### config.mk
export PLATFORM = sky130hd
export DESIGN_NAME = mult_div_unit
export DESIGN_NICKNAME = d
export VERILOG_FILES = /design/src/rtl/mult_div_pkg.sv /design/src/rtl/mult_div_unit_div_core.sv /design/src/rtl/mult_div_unit.sv
export SDC_FILE = /design/constraint.sdc
export NUM_CORES = 1
export LEC_CHECK = 0
export ABC_AREA = 1
export CORE_ASPECT_RATIO = 1.75
export CORE_MARGIN = 5
export CORE_UTILIZATION = 50
export CTS_BUF_LIST = sky130_fd_sc_hd__clkbuf_2
export DETAILED_ROUTE_END_ITERATION = 10
export HOLD_SLACK_MARGIN = 0.03
export PLACE_DENSITY = 0.69
export SLEW_MARGIN = 10
export SYNTH_ARGS = -nofsm -noshare
export SYNTH_HDL_FRONTEND = slang
export SYNTH_SLANG_ARGS = --single-unit
### constraint.sdc
create_clock -name clk -period 7.97 [get_ports clk]
set_clock_uncertainty 0.1 [all_clocks]
set_input_delay 1.594 -clock clk [delete_from_list [all_inputs] [get_ports clk]]
set_output_delay 1.594 -clock clk [all_outputs]
set_load 0.01 [all_outputs]
### src/rtl/mult_div_pkg.sv
// Shared definitions for the multiply/divide unit.
//   OP_MULT / OP_DIV : encodings of the op input sampled with start
//   ITER_COUNT       : one iteration per operand bit (default operand width)
//   state_t          : control FSM states
package mult_div_pkg;

  localparam logic OP_MULT = 1'b0;
  localparam logic OP_DIV  = 1'b1;

  localparam int ITER_COUNT = 32;

  typedef enum logic [1:0] {
    S_IDLE = 2'd0,
    S_MULT = 2'd1,
    S_DIV  = 2'd2,
    S_DONE = 2'd3
  } state_t;

endpackage

### src/rtl/mult_div_unit_div_core.sv
// Restoring signed divider datapath: magnitude conversion at load, one
// shift/trial-subtract step per enabled clock, sign fixup on the outputs.
//   clk, reset : clock, synchronous active-high reset
//   load       : capture operands and signs
//   step       : perform one restoring iteration
//   a, b       : dividend, divisor (two's complement)
//   quo, rem   : sign-corrected quotient / remainder (valid after WIDTH steps)
module div_core #(
  parameter int WIDTH = 32
) (
  input  logic             clk,
  input  logic             reset,
  input  logic             load,
  input  logic             step,
  input  logic [WIDTH-1:0] a,
  input  logic [WIDTH-1:0] b,
  output logic [WIDTH-1:0] quo,
  output logic [WIDTH-1:0] rem
);

  logic [WIDTH:0]   r;      // partial remainder
  logic [WIDTH-1:0] q;      // dividend bits shifting out, quotient bits in
  logic [WIDTH:0]   dvs;    // |b| with a zero sign bit, so |MIN| is exact
  logic             sign_q;
  logic             sign_r;

  logic [WIDTH-1:0] a_mag, b_mag;
  logic [WIDTH+1:0] r_sh, trial;

  // Unsigned reading of -MIN is 2^(WIDTH-1), which is the exact magnitude.
  assign a_mag = a[WIDTH-1] ? -a : a;
  assign b_mag = b[WIDTH-1] ? -b : b;

  assign r_sh  = {r, q[WIDTH-1]};
  assign trial = r_sh - {1'b0, dvs};

  always_ff @(posedge clk) begin
    if (reset) begin
      r      <= '0;
      q      <= '0;
      dvs    <= '0;
      sign_q <= 1'b0;
      sign_r <= 1'b0;
    end else if (load) begin
      r      <= '0;
      q      <= a_mag;
      dvs    <= {1'b0, b_mag};
      sign_q <= a[WIDTH-1] ^ b[WIDTH-1];
      sign_r <= a[WIDTH-1];
    end else if (step) begin
      if (!trial[WIDTH+1]) begin
        r <= trial[WIDTH:0];
        q <= {q[WIDTH-2:0], 1'b1};
      end else begin
        r <= r_sh[WIDTH:0];
        q <= {q[WIDTH-2:0], 1'b0};
      end
    end
  end

  // MIN / -1 wraps back to MIN here with no flag.
  assign quo = sign_q ? -q : q;
  assign rem = sign_r ? -r[WIDTH-1:0] : r[WIDTH-1:0];

endmodule

### src/rtl/mult_div_unit.sv
// Multicycle signed multiply (radix-2 Booth) / divide (restoring) unit
// producing HI/LO. One iteration per clock, start/busy/done handshake.
//   clk, reset    : clock, synchronous active-high reset
//   start, op     : request pulse (accepted only in IDLE), 0=MULT 1=DIV
//   src_a, src_b  : multiplicand/dividend, multiplier/divisor
//   busy          : operation in progress
//   done          : one-cycle pulse, hi/lo valid
//   div_zero      : one-cycle pulse with done on DIV by zero
//   hi, lo        : MULT product high/low, DIV remainder/quotient
// Optional: define MULTDIV_DIV_ZERO_TRAP_EN to short-circuit DIV by zero
// (no hi/lo write, div_zero flagged); otherwise div_zero is tied low and a
// zero divisor runs the normal iterations.
module mult_div_unit
  import mult_div_pkg::*;
#(
  parameter int WIDTH = ITER_COUNT
) (
  input  logic             clk,
  input  logic             reset,
  input  logic             start,
  input  logic             op,
  input  logic [WIDTH-1:0] src_a,
  input  logic [WIDTH-1:0] src_b,
  output logic             busy,
  output logic             done,
  output logic             div_zero,
  output logic [WIDTH-1:0] hi,
  output logic [WIDTH-1:0] lo
);

  localparam int            CW       = $clog2(WIDTH + 1);
  localparam logic [CW-1:0] CNT_LOAD = CW'(WIDTH);

  state_t           state, state_nx;
  logic [CW-1:0]    cnt;
  logic             accept, last, trap, finish, running;

  // Booth register {acc, mq, q_m1}; acc carries an extra bit so that
  // subtracting a most-negative multiplicand cannot overflow.
  logic [WIDTH:0]   acc, acc_sum, mcand;
  logic [WIDTH-1:0] mq;
  logic             q_m1;

  logic [WIDTH-1:0] quo, rem;

  assign accept  = (state == S_IDLE) && start;
  assign last    = (cnt == '0);
  assign running = (state == S_MULT) || (state == S_DIV);
  assign finish  = running && last && !trap;

`ifdef MULTDIV_DIV_ZERO_TRAP_EN
  logic dz;

  always_ff @(posedge clk) begin
    if (reset)       dz <= 1'b0;
    else if (accept) dz <= (op == OP_DIV) && (src_b == '0);
  end

  assign trap = (state == S_DIV) && dz;

  always_ff @(posedge clk) begin
    if (reset) div_zero <= 1'b0;
    else       div_zero <= trap;
  end
`else
  assign trap     = 1'b0;
  assign div_zero = 1'b0;
`endif

  always_comb begin
    state_nx = state;
    case (state)
      S_IDLE:  if (start) state_nx = (op == OP_DIV) ? S_DIV : S_MULT;
      S_MULT:  if (last) state_nx = S_DONE;
      S_DIV:   if (last || trap) state_nx = S_DONE;
      S_DONE:  state_nx = S_IDLE;
      default: state_nx = S_IDLE;
    endcase
  end

  always_ff @(posedge clk) begin
    if (reset) begin
      state <= S_IDLE;
      cnt   <= '0;
      busy  <= 1'b0;
      done  <= 1'b0;
    end else begin
      state <= state_nx;
      busy  <= (state_nx == S_MULT) || (state_nx == S_DIV);
      done  <= (state_nx == S_DONE);
      if (accept)       cnt <= CNT_LOAD;
      else if (running) cnt <= (last || trap) ? '0 : cnt - 1'b1;
    end
  end

  always_comb begin
    case ({mq[0], q_m1})
      2'b01:   acc_sum = acc + mcand;
      2'b10:   acc_sum = acc - mcand;
      default: acc_sum = acc;
    endcase
  end

  always_ff @(posedge clk) begin
    if (reset) begin
      acc   <= '0;
      mq    <= '0;
      q_m1  <= 1'b0;
      mcand <= '0;
    end else if (accept) begin
      acc   <= '0;
      mq    <= src_b;
      q_m1  <= 1'b0;
      mcand <= {src_a[WIDTH-1], src_a};
    end else if ((state == S_MULT) && !last) begin
      {acc, mq, q_m1} <= {acc_sum[WIDTH], acc_sum, mq};
    end
  end

  div_core #(.WIDTH(WIDTH)) u_div (
    .clk   (clk),
    .reset (reset),
    .load  (accept),
    .step  ((state == S_DIV) && !last),
    .a     (src_a),
    .b     (src_b),
    .quo   (quo),
    .rem   (rem)
  );

  always_ff @(posedge clk) begin
    if (reset) begin
      hi <= '0;
      lo <= '0;
    end else if (finish) begin
      if (state == S_MULT) begin
        hi <= acc[WIDTH-1:0];
        lo <= mq;
      end else begin
        hi <= rem;
        lo <= quo;
      end
    end
  end

endmodule

==> results of run 1 <==
-- through the flow --
stage,std cells,power (mW)
detailed placement,3837,5.87
global route,3959,7.44
CTS,3958,6.88
floorplan,3275,4.59
global placement,3837,5.83
finish,3960,6.92
-- worst min-delay path by stage --
stage / startpoint / end / slack, ns / depth (start not counted)
2_1_floorplan: q_m1 / q_m1 / 0.34 / 2
3_3_place_gp: hi[3] / hi[3] / 0.35 / 2
3_5_place_dp: hi[8] / hi[8] / 0.36 / 2
4_1_cts: hi[7] / hi[7] / 0.37 / 2
5_1_grt: lo[19] / lo[19] / 0.39 / 2
6_report: hi[8] / hi[8] / 0.37 / 2
-- logic make-up (layout without fill, tap and decap cells) --
family / Yosys count / in the layout / synth area share (%)
other: 1 / 3 / 0.0183
AOI/OAI and AO/OA: 721 / 721 / 20.3
and+or+nand+nor: 1557 / 1557 / 34.3
xor gates and xnor gates: 75 / 75 / 3.21
adders and majority gates: 78 / 78 / 4.84
buffers and inverters: 574 / 707 / 11.0
DFF: 269 / 269 / 26.3
-- sequential cells by signal (all words and copies together), names as in the netlist, 2 cells and up --
signal	count
acc	32
mcand	32
lo	32
cnt	6
u_div.q	32
mq	32
hi	32
u_div.dvs	32
state	2
u_div.r	33
-- final cells by class --
| class | instances | area share, % |
|---|---|---|
| Antenna cell | 2 | 0.0221 |
| Clock buffer | 97 | 2.14 |
| Clock inverter | 24 | 0.651 |
| Inverter | 432 | 7.15 |
| Multi-Input combinational cell | 2432 | 56.7 |
| Sequential cell | 269 | 23.8 |
| Tap cell | 550 | 3.04 |
| Timing Repair Buffer | 154 | 6.56 |
-- power breakdown --
part	switching, mW	total (mW)	internal (mW)
logic	2.69	3.93	1.24
registers	0.344	1.99	1.65
clock network	0.633	1.00	0.370
-- layout by cell type, fill, tap and decap left out, types with 17 or more instances in the layout --
cell,synthesis,layout
nand2_2,21,21
nor4_1,20,20
clkbuf_2,0,97
nand3_2,47,47
nand4_1,41,41
ha_1,76,75
o22ai_1,21,21
inv_1,416,413
clkdlybuf4s50_1,0,132
buf_4,6,22
nand2_1,782,781
a21oi_1,296,296
o21ai_0,204,204
xor2_1,53,53
nor3_1,39,39
a21oi_2,23,23
o211ai_1,48,48
xnor2_1,22,22
a31oi_1,33,33
nand3_1,225,225
dfxtp_1,269,269
a211oi_1,17,17
nor2_1,321,318
inv_2,14,18
-- critical path, stage by stage, from the launching register on --
cell	delay, ns
dfxtp_1	0.44
ha_1	0.58
inv_1	0.49
nand2_1	0.22
o21ai_0	0.13
xor2_1	0.16
inv_1	0.10
ha_1	0.33
a21oi_1	0.20
o21ai_0	0.18
a21oi_1	0.27
nand2_1	0.17
nand2_1	0.13
nand2_1	0.06
nand2_1	0.09
nand3_1	0.11
nand2_1	0.08
nand2_1	0.05
nor2_1	0.16
-- layer usage --
metal  vias to the layer above  share of wire (%)
met5                         -                  0
met4                         0                7.3
met3                       248                5.5
met2                       941                 51
met1                     10287                 37
li1                      11021                  -
==> metrics.yaml, run 1 <==
drive_above_1_share_pct: 8.66
antenna_found_initial: 1
area_delta_synth_final_pct: 10.8
met1_usage_pct: 36.5
wirelength_um: 77700
dpl_cell_area_sq_um: 22000
layout_min_cycle_time_ns: 4.24
die_w_um: 163
ys_types: 62
cts_tree: "yes"
grt_max_degree: 86
async_reset_ff_share_pct: 0
first_pass_iters: 6
drc: 0
cts.repair.resized: 0
grt_pass1_vias: 21965
cp_max_fo: 21
final.setup.tns_ns: 0
post-cts-setup-buffers: 0
max_slew.worst_pin.slew_ns: 1.14
fillers: 4254
grt_use_met2_pct: 60.4
startpoint: "mq[0]"
crit_type: "reg -> reg"
cp_data_required_time_ns: 8.69
core-area_sq_um: 40700
ant_nets: 0
yosys_warnings: 0
first_iter_violations: 1872
cts_hold_buf: 0
grt_overflow: 0
maxCapViolCount: 0
cts_sinks: 269
die_y_um: 278
endpoint_kind: "register"
finish.utilization_pct: 55.7
synth.area.top_cells: "dfxtp_1 (26%), nand2_1 (14%), inv_1 (7.6%)"
core.rowCount: 98
hold_class: "reg -> reg"
synth_top_area_share_pct: 26.3
synth.largest_area_cell: "dfxtp_1"
grt_util_all_layers_pct: 33.4
setup_slack_ns: 3.73
ys_seq_area_share_pct: 26.3
max-clock-path-buffers: 3
syn_inst: 3275
avgViaCountPerCell: 5.68
design_area_sq_um: 22700
start_util_pct: 50.3
avgSynthCellArea_sq_um: 6.25
num_io_pins: 135
syn-cell-area_sq_um: 20500
p_per_area_nw_per_um2: 305
ff_latch_area_sq_um: 5390
root_buffer: "clkbuf_2"
ir_drop_mv: 0.140
layout.nets: 3506
ys_ff_latch: 269
hold_slack_ns: 0.367
cts_made_buffers: 71
multi_input_area_sq_um: 12800
rsz0062_at_grt: "no"
fmax_mhz: 236
cp_data_arrival_time_ns: 4.96
post-route-period-util_pct: 53.1
relSlewSlack_pct: 23.6
htreeDepth: 3
routedWlPerCell_um: 19.6
r2r_end: "acc[31]"
synth_flop_cell: "dfxtp_1"
reg2reg_slack_ns: 3.73
dr_total_vias: 22497
r2r-start: "mq[0]"
path_clk_slew_ns: 0.11
status: "finished clean"
synth_common_cells: "nand2_1 (782), inv_1 (416), nor2_1 (321)"
busiest_layer: "met2"
dp_hpwl_um: 60600
synthesis.nets: 3421
fp.dieArea_sq_um: 45200
place_congestion: 0.972
hold_violations: 0
p_leak_nw: 10.3
port_buffers: 133
synth_edf_count: 0
r2r_cells: 18
yosysMostFrequentCell: "nand2_1"
clock_latency_ns: 0.99
grt_pass1_wl_um: 120000
crit_path_end: "acc[31]"
met3_usage_pct: 3.85
drv_slew: 0
setup_viol: 0
critPathLaunchType: "register"
post-place-ws_ns: 3.28
No activity file was read; power rests on OpenSTA's default activity.
==> run 2: changes to the inputs <==
Settings changed: PLACE_DENSITY 0.69 to 0.72.
Clock period 7.97 ns to 3.4 ns, I/O delays scaled along.
==> run 2 against run 1 <==
Core utilization up 3.5 points. Design area up 6.3%. Global-route usage up 0.64 points. Non-clock buffer count up 86. Sequential power up 130%. Hold slack worse by 0.21 ns. Critical path depth up 4. Clock power up 140%. Combinational power rose to 2.6 times the previous value. Total power up 150%. Cell count up 2.2%. Worst setup slack worse by 3.7 ns. Critical path type unchanged. Critical endpoint is now acc[30]. Largest cell class unchanged. Largest power group unchanged. Highest routed layer unchanged.
==> metrics.yaml, run 2 (synthesis results as in run 1) <==
core.rowCount: 98  # unchanged
wirelength_um: 79400  # +2.2%
die_w_um: 163  # unchanged
num_io_pins: 135  # unchanged
clock_latency_ns: 1.07  # +0.08 ns
cts_sinks: 269  # unchanged
final.setup.tns_ns: 0  # unchanged
core-area_sq_um: 40700  # unchanged
routedWlPerCell_um: 19.6  # about the same
start_util_pct: 50.3  # unchanged
fmax_mhz: 297  # +26%
grt_max_degree: 66  # -23%
cp_max_fo: 4  # -81%
first_iter_violations: 1946  # +4.0%
ant_nets: 0  # unchanged
p_per_area_nw_per_um2: 717  # +130%
place_congestion: 1.01  # +3.7%
stdcell_count: 4046  # +2.2%
fp.dieArea_sq_um: 45200  # unchanged
layout.nets: 3591  # +2.4%
holdPathEnd: "u_div.dvs[15]"
ir_drop_mv: 0.439  # +210%
p_leak_nw: 10.9  # +5.4%
setup_slack_ns: 0.0334  # -3.70 ns
max-clock-path-buffers: 3  # unchanged
path_common_cell: "nand2_1"
post-route-period-util_pct: 99.0  # +46 points
grt_overflow: 0  # unchanged
r2r_end: "acc[30]"
port_buffers: 133  # unchanged
multi_input_area_sq_um: 13600  # +5.5%
cts_tree: "yes"
avgViaCountPerCell: 5.67  # -0.12%
dp_hpwl_um: 62700  # +3.4%
r2r-start: "mcand[1]"
layout_min_cycle_time_ns: 3.37  # -0.869 ns
largest_register: "u_div.r"
cp_data_arrival_time_ns: 4.15  # -0.81 ns
min-delay-start: "src_b[15]"
crit_type: "reg -> reg"
relSlewSlack_pct: 50.2  # +27 points
status: "finished clean"
startpoint: "mcand[1]"
reg2reg_slack_ns: 0.03  # -3.70 ns
largest_register_ffs: 33  # unchanged
critical-path-max-stage-delay_ns: 0.32  # -0.26 ns
cp_slowest_cell: "dfxtp_1"
cp_data_required_time_ns: 4.19  # -4.50 ns
dr_total_vias: 22959  # +2.1%
drv_slew: 0  # unchanged
crit_path_cell_trace: "inv_2, ha_4, nand3_4, nor3_4, nand4_1, or2_1, nor2_2, nand2_2, o21ai_2, xor2_2, ha_1, inv_2, buf_4, nor3_1, nand2_1, nand3_2, a21oi_2, nand2_1, nand2_1, nand3_1, nand2_1, a21oi_2"
maxCapViolCount: 0  # unchanged
grt_pass1_vias: 22290  # +1.5%
die_y_um: 278  # unchanged
rsz0062_at_grt: "yes"
antenna_found_initial: 1  # unchanged
design_area_sq_um: 24100  # +6.3%
drc: 0  # unchanged
hold_violations: 0  # unchanged
ff_latch_area_sq_um: 5390  # about the same
fillers: 4137  # -2.8%
hold_slack_ns: 0.155  # -0.212 ns
endpoint_kind: "register"
dpl_cell_area_sq_um: 22700  # +2.9%
root_buffer: "clkbuf_2"
grt_pass1_wl_um: 121000  # +1.3%
grt_util_all_layers_pct: 34.1  # +0.64 points
setup_viol: 0  # unchanged
drive_above_1_share_pct: 14.7  # +6.1 points
post-place-ws_ns: -0.148  # -3.42 ns
dp_cells: 3914  # +2.0%
critPathLaunchType: "register"
r2r_cells: 22  # +4
hold_class: "in -> reg"
final_common_cell: "nand2_1"
cts_made_buffers: 70  # -1.4%
first_pass_iters: 10  # +4
whs_path_depth: 2  # unchanged
path_clk_slew_ns: 0.11  # about the same
final_cell_mix: "nand2_1 (751), inv_1 (403), nor2_1 (294), a21oi_1 (270), dfxtp_1 (268)"
max_slew.worst_pin.slew_ns: 0.746  # -0.397 ns
htreeDepth: 3  # unchanged
area_delta_synth_final_pct: 17.8
## run 2: area by class of cell
| cell class | count | area share [%] |
|---|---|---|
| antenna | 1 | 0.0104 |
| clock buffer | 96 | 1.99 |
| clock inverter | 26 | 0.685 |
| inverter | 432 | 6.73 |
| multi-input combinational | 2432 | 56.3 |
| sequential | 269 | 22.3 |
| tap | 550 | 2.86 |
| timing repair buffer | 240 | 9.13 |
## run 2: how the worst max path moves through the flow
stage | end | depth (start not counted)
2_1_floorplan | acc[31] | 23
3_3_place_gp | acc[26] | 20
3_5_place_dp | acc[26] | 20
4_1_cts | acc[30] | 23
5_1_grt | acc[31] | 25
6_report | acc[30] | 22
## run 2: worst max-delay path, delay by kind of cell (launching register included)
family | cells | cell delay [ns]
and+or+nand+nor | 13 | 1.47
adders and majority gates | 2 | 0.45
AOI/OAI and AO/OA | 3 | 0.33
DFF | 1 | 0.32
buffers and inverters | 3 | 0.31
xor gates and xnor gates | 1 | 0.25
## run 2: timing repair
item,4_1_cts,5_1_grt
pin swaps,0,63
hold endpoints to repair,15,0
endpoints found under the setup margin,9,22
buffers inserted,0,8
hold buffers,1,0
gates resized for setup,10,176
## run 2: power breakdown
part	switching [mW]	leakage, nW	internal [mW]
logic	6.73	8.21	3.51
clock network	1.51	0.479	0.876
registers	0.799	2.20	3.86
## run 2: per-layer routing
layer	GRT usage (%)	routed length [um]
met3	4.19	4040
met2	61.4	40200
met1	35.7	28200
met4	24.8	6950
met5	0	0
## run 2: through the flow
step                util, %  power, mW
finish                 59.2       17.3
global route           59.2       18.5
CTS                    57.4       16.7
detailed placement     55.7       14.3
global placement       55.7       14.2
floorplan                 -       10.8
